==> src/rtl/uart_8250_pkg.sv <==
// Shared definitions for the 8250-compatible UART: LCR bit positions, TX FSM
// state codes, register offsets, and small LCR decode helpers.
package uart_8250_pkg;

  localparam int LCR_WLS_LSB = 0;
  localparam int LCR_STB     = 2;
  localparam int LCR_PEN     = 3;
  localparam int LCR_EPS     = 4;
  localparam int LCR_SP      = 5;
  localparam int LCR_BC      = 6;

  localparam logic [2:0] ST_IDLE   = 3'd0;
  localparam logic [2:0] ST_START  = 3'd1;
  localparam logic [2:0] ST_DATA   = 3'd2;
  localparam logic [2:0] ST_PARITY = 3'd3;
  localparam logic [2:0] ST_STOP   = 3'd4;

  localparam logic [2:0] REG_RBR_THR = 3'd0;
  localparam logic [2:0] REG_IER     = 3'd1;
  localparam logic [2:0] REG_IIR_FCR = 3'd2;
  localparam logic [2:0] REG_LCR     = 3'd3;
  localparam logic [2:0] REG_MCR     = 3'd4;
  localparam logic [2:0] REG_LSR     = 3'd5;
  localparam logic [2:0] REG_MSR     = 3'd6;
  localparam logic [2:0] REG_SCR     = 3'd7;

  // 1.5 stop bits only exist for 5-bit characters; otherwise STB selects 2.
  function automatic logic [5:0] stopTicks(input logic [5:0] lcrBits);
    if (!lcrBits[LCR_STB])          return 6'd16;
    else if (lcrBits[1:0] == 2'b00) return 6'd24;
    else                            return 6'd32;
  endfunction

  function automatic logic dataParity(input logic [7:0] data, input logic [1:0] wls);
    logic [7:0] mask;
    mask = 8'hFF >> (2'd3 - wls);
    return ^(data & mask);
  endfunction

endpackage

==> src/rtl/uart_8250_baudgen.sv <==
// Divisor prescaler plus 16x tick counter; bit_end fires on the last tick of
// a bit whose length (in ticks) is supplied by the transmitter.
module uart_8250_baudgen #(
  parameter int CLK_DIV_W = 16
) (
  input  logic                 CLK_I,
  input  logic                 RST_I,
  input  logic                 i_restart,
  input  logic [CLK_DIV_W-1:0] i_divisor,
  input  logic [5:0]           i_bit_ticks,
  output logic                 o_tick,
  output logic                 o_bit_end
);

  logic [CLK_DIV_W-1:0] r_pre;
  logic [CLK_DIV_W-1:0] r_div;
  logic [5:0]           r_tick;

  assign o_tick    = (r_div != '0) && (r_pre == r_div - CLK_DIV_W'(1));
  assign o_bit_end = o_tick && (r_tick == i_bit_ticks - 6'd1);

  // The divisor is sampled only on reload, so a zero divisor parks everything.
  always_ff @(posedge CLK_I or negedge RST_I) begin
    if (!RST_I) begin
      r_pre  <= '0;
      r_div  <= '0;
      r_tick <= '0;
    end else if (i_restart) begin
      r_pre  <= '0;
      r_div  <= i_divisor;
      r_tick <= '0;
    end else if (r_div == '0) begin
      r_div <= i_divisor;
    end else if (o_tick) begin
      r_pre  <= '0;
      r_div  <= i_divisor;
      r_tick <= o_bit_end ? 6'd0 : r_tick + 6'd1;
    end else begin
      r_pre <= r_pre + CLK_DIV_W'(1);
    end
  end

endmodule

==> src/rtl/uart_8250_tx.sv <==
// 8250 transmit serialiser: THR holding register, shift register with a
// per-character LCR snapshot, and the START/DATA/PARITY/STOP sequencer.
module uart_8250_tx #(
  parameter int CLK_DIV_W = 16
) (
  input  logic                 CLK_I,
  input  logic                 RST_I,
  input  logic [7:0]           thr_data,
  input  logic                 thr_wr,
  input  logic [7:0]           lcr,
  input  logic [CLK_DIV_W-1:0] divisor,
  output logic                 txd,
  output logic                 thre,
  output logic                 temt
);
  import uart_8250_pkg::*;

  logic [2:0] r_state;
  logic [7:0] r_thr;
  logic [7:0] r_tsr;
  logic       r_thre;
  logic [5:0] r_lcr;
  logic [2:0] r_bitcnt;
  logic       r_par;

  logic       w_tick;
  logic       w_bit_end;
  logic       w_adv;
  logic       w_load;
  logic [5:0] w_bit_ticks;
  logic [2:0] w_last_bit;
  logic       w_par_bit;
  logic       w_line;
  logic       w_unused;

  assign w_unused    = lcr[7];
  assign w_adv       = w_tick && w_bit_end;
  assign w_load      = !r_thre && ((r_state == ST_IDLE) || ((r_state == ST_STOP) && w_adv));
  assign w_bit_ticks = (r_state == ST_STOP) ? stopTicks(r_lcr) : 6'd16;
  assign w_last_bit  = 3'd4 + {1'b0, r_lcr[1:0]};
  assign w_par_bit   = r_lcr[LCR_SP]  ? ~r_lcr[LCR_EPS] :
                       r_lcr[LCR_EPS] ? r_par : ~r_par;

  uart_8250_baudgen #(.CLK_DIV_W(CLK_DIV_W)) u_baudgen (
    .CLK_I       (CLK_I),
    .RST_I       (RST_I),
    .i_restart   (w_load),
    .i_divisor   (divisor),
    .i_bit_ticks (w_bit_ticks),
    .o_tick      (w_tick),
    .o_bit_end   (w_bit_end)
  );

  // A THR write wins over the load that empties THR on the same edge.
  always_ff @(posedge CLK_I or negedge RST_I) begin
    if (!RST_I) begin
      r_state  <= ST_IDLE;
      r_thr    <= '0;
      r_tsr    <= '0;
      r_thre   <= 1'b1;
      r_lcr    <= '0;
      r_bitcnt <= '0;
      r_par    <= 1'b0;
    end else begin
      if (thr_wr)
        r_thr <= thr_data;

      if (thr_wr)
        r_thre <= 1'b0;
      else if (w_load)
        r_thre <= 1'b1;

      if (w_load) begin
        r_state  <= ST_START;
        r_tsr    <= r_thr;
        r_lcr    <= lcr[5:0];
        r_par    <= dataParity(r_thr, lcr[1:0]);
        r_bitcnt <= '0;
      end else if (w_adv) begin
        case (r_state)
          ST_START:  r_state <= ST_DATA;
          ST_DATA: begin
            r_tsr    <= r_tsr >> 1;
            r_bitcnt <= r_bitcnt + 3'd1;
            if (r_bitcnt == w_last_bit)
              r_state <= r_lcr[LCR_PEN] ? ST_PARITY : ST_STOP;
          end
          ST_PARITY: r_state <= ST_STOP;
          default:   r_state <= ST_IDLE;
        endcase
      end
    end
  end

  always_comb begin
    w_line = 1'b1;
    case (r_state)
      ST_START:  w_line = 1'b0;
      ST_DATA:   w_line = r_tsr[0];
      ST_PARITY: w_line = w_par_bit;
      default:   w_line = 1'b1;
    endcase
  end

  // Break acts on the live LCR so it takes effect without waiting for a bit edge.
  assign txd  = lcr[LCR_BC] ? 1'b0 : w_line;
  assign thre = r_thre;
  assign temt = r_thre && (r_state == ST_IDLE);

endmodule

==> config.mk <==
export PLATFORM = sky130hd
export DESIGN_NAME = uart_8250_tx
export DESIGN_NICKNAME = d
export VERILOG_FILES = /design/src/rtl/uart_8250_pkg.sv /design/src/rtl/uart_8250_baudgen.sv /design/src/rtl/uart_8250_tx.sv
export SDC_FILE = /design/constraint.sdc
export NUM_CORES = 1
export LEC_CHECK = 0
export ABC_AREA = 1
export BUFFER_PORTS_ARGS = -buffer_cell sky130_fd_sc_hd__buf_2
export CAP_MARGIN = 20
export CORE_UTILIZATION = 45
export CTS_BUF_LIST = sky130_fd_sc_hd__clkbuf_4 sky130_fd_sc_hd__clkbuf_8 sky130_fd_sc_hd__clkbuf_16
export DETAILED_ROUTE_END_ITERATION = 8
export PLACE_DENSITY_LB_ADDON = 0.08
export SKIP_CTS_REPAIR_TIMING = 1
export SLEW_MARGIN = 20
export SYNTH_ARGS = -nofsm -noshare
export SYNTH_HDL_FRONTEND = slang
export SYNTH_SLANG_ARGS = --single-unit
==> constraint.sdc <==
create_clock -name CLK_I -period 3.3 [get_ports CLK_I]
set_clock_uncertainty 0.2 [all_clocks]
set_input_delay 0.165 -clock CLK_I [delete_from_list [all_inputs] [get_ports CLK_I]]
set_output_delay 0.165 -clock CLK_I [all_outputs]
set_load 0.02 [all_outputs]
==> out/qor.txt <==
Sequential share of the synthesized area = 38.9%
CTS tree = yes
Register bit total from synthesis = 68
Syn Std Cell Area = 0.00438 mm2
Main synth FF type = dfrtp_1
Crit path DAT = 3100 ps
First-pass GRT wire length = 17,200 um
Final Hold Viols = 0
Number of fill cells in the layout = 896
Max Slew Vio Count = 0
Area occupied by multi-input gates = 0.00235 mm2
Crit start category = flop
Share of cells above drive strength 1 = 14.6%
Hold Path Class = input port to asynchronous set/reset pin
Mapped Cells = 621
Max-Slew Margin vs Limit = 42.4%
Vias in the first global route = 3,741
Num CTS Buffers = 9
Post-synth EDFFs = 0
Crit Path Max Fanout = 17
Sink Count = 68
Gr usage total = 21.8%
Layout Area Growth over Synthesis = 20.0%
Die width = 101 um
FF/Latch Area = 0.00170 mm2
Ant diodes = 0
Max Cap Violations = 0
Core Area = 0.00933 mm2
Total design power = 0.00354 W
Worst Path Required = 3390 ps
Largest net degree at the start of global routing = 41
Commonest cells post-synth = nand2_1 (204), dfrtp_1 (67), nand3_1 (67), nor2_1 (63), inv_1 (61)
Routed Antenna Nets = 0
Leak = 2.69 nW
Synth unique cells = 38
HPWL reported at the end of detailed placement = 7440 um
Nets = 735
P per Cell Area = 675 mW/mm2
First-pass DRT Iterations = 4
Final wirelength = 10,400 um
# rows = 35
Worst-margin pin slew = 865 ps
I/O Pins = 38
Htree depth = 3
DRC viols = 0
Clk_lat worst skew = 350 ps
Crit path kind = flop to flop
Setup crit end kind = flop
Clock transition at path regs = 80 ps
Initial antenna violation count = 0
Die height = 101 um
Routability cong. = 0.880
Grt total ovfl = 0
Share of synthesized registers carrying an async set or reset = 100%
Via Count = 4,067
Syn Nets = 661
TNS Setup = 0 ps
Initial core utilization = 46.9%
Syn_area_per_cell = 7.05 um2
Setup violation total in the final timing report = 0
Post-synth top area share = 38.3%
Yosys warns = 0
IO Port Bufs = 36
Peak supply drop = 0.000354 V
Top post-synthesis cells by area = dfrtp_1 (38%), nand2_1 (18%), nand3_1 (7.7%)
Die area = 0.0101 mm2
Status = complete, no violations
Clk Tree Root Cell = clkbuf_8
Peak Freq = 332 MHz
Synth area leader = dfrtp_1
Vias per inst = 4.91
Crit share post-route = 91.3%
WL per Instance = 12.5 um
Initial DRC Count = 117
Tmin final = 3010 ps
Most frequent cell after synthesis = nand2_1
Max Root-Sink Buffers = 2
RSZ-0062 raised after global routing = false
==> per-stage QoR <==
stage | setup WS, ps | hold WS [ps] | cell area [um2] | utilization (%) | std cells
6_report | 286 | 262 | 5250 | 56.3 | 829
5_1_grt | 45.5 | 307 | 5250 | 56.3 | 829
4_1_cts | 269 | -259 | 4910 | 52.7 | 795
3_5_place_dp | 292 | 134 | 4700 | 50.4 | 779
3_3_place_gp | 384 | 134 | 4700 | 50.4 | 779
2_1_floorplan | 924 | -331 | 4380 | - | 621
==> metal layers <==
metal | GRT usage (%) | vias to the layer above | wire length [um]
li1 | - | 2125 | -
met1 | 27.1 | 1876 | 4800
met2 | 38.5 | 58 | 5180
met3 | 4.44 | 8 | 307
met4 | 5.35 | 0 | 83
met5 | 0 | - | 0
==> cells in the final DEF, fill, tap and decap left out, types with 9 or more instances in the layout <==
cell type,Yosys,routed
nor2_2,14,14
xnor2_1,13,13
dfrtp_1,67,67
xor2_1,9,9
inv_1,61,61
nand3_1,67,67
nor2_1,63,63
dlygate4sd3_1,0,34
o21ai_0,32,32
buf_2,8,36
nand4_1,15,15
clkbuf_8,0,11
nand2_1,204,204
==> kinds of logic after synthesis <==
| kind of cell | synth area share [%] |
|---|---|
| AND/OR/NAND/NOR | 40.8 |
| buffers and inverters | 7.35 |
| flip-flops | 38.9 |
| AO/OA/AOI/OAI | 5.26 |
| XOR/XNOR | 4.40 |
| multiplexers | 1.80 |
| adder cells (fa/ha/maj) | 1.43 |
==> power breakdown <==
group          switching [W]  internal, W
logic               0.000915     0.000563
registers           0.000259      0.00107
clock network       0.000348     0.000392
==> registers in the layout, indices dropped and copies added (netlist names) <==
signal,flops
r_tsr,8
thre,1
r_lcr,6
u_baudgen.r_tick,6
r_par,1
r_bitcnt,3
r_state,3
r_thr,8
u_baudgen.r_pre,16
u_baudgen.r_div,16
==> cell type report <==
class / instances / share of cell area (%)
clock buffer: 11 / 2.88
timing repair buffer: 78 / 11.1
clock inverter: 5 / 1.14
multi-input combinational: 474 / 44.8
tap: 129 / 3.07
inverter: 64 / 4.67
sequential: 68 / 32.4
==> worst max-delay path, stage by stage (launching register included) <==
cell,delay [ps]
dfrtp_1,420
inv_1,130
ha_1,270
nand2_2,140
nor2_2,170
nand3_1,110
nand2_1,130
nor2_4,40
nand2_2,70
nor2_4,50
nand2_1,80
o31ai_2,80
nor2_2,510
buf_4,350
nand3_1,110
nand2_1,70
==> final timing paths <==
| check | startpoint | end | slack [ps] | depth (start not counted) |
|---|---|---|---|---|
| min in group CLK_I | r_lcr[2] | r_lcr[2] | 290 | 2 |
| setup / recovery | u_baudgen.r_div[0] | u_baudgen.r_pre[6] | 290 | 15 |
| hold reg to reg | r_lcr[2] | r_lcr[2] | 290 | 2 |
| max in group asynchronous | RST_I | u_baudgen.r_div[7] | 1880 | 3 |
| setup reg to reg | u_baudgen.r_div[0] | u_baudgen.r_pre[6] | 290 | 15 |
| hold / removal | RST_I | r_lcr[5] | 260 | 2 |
Power figures use the tool's default switching activity.
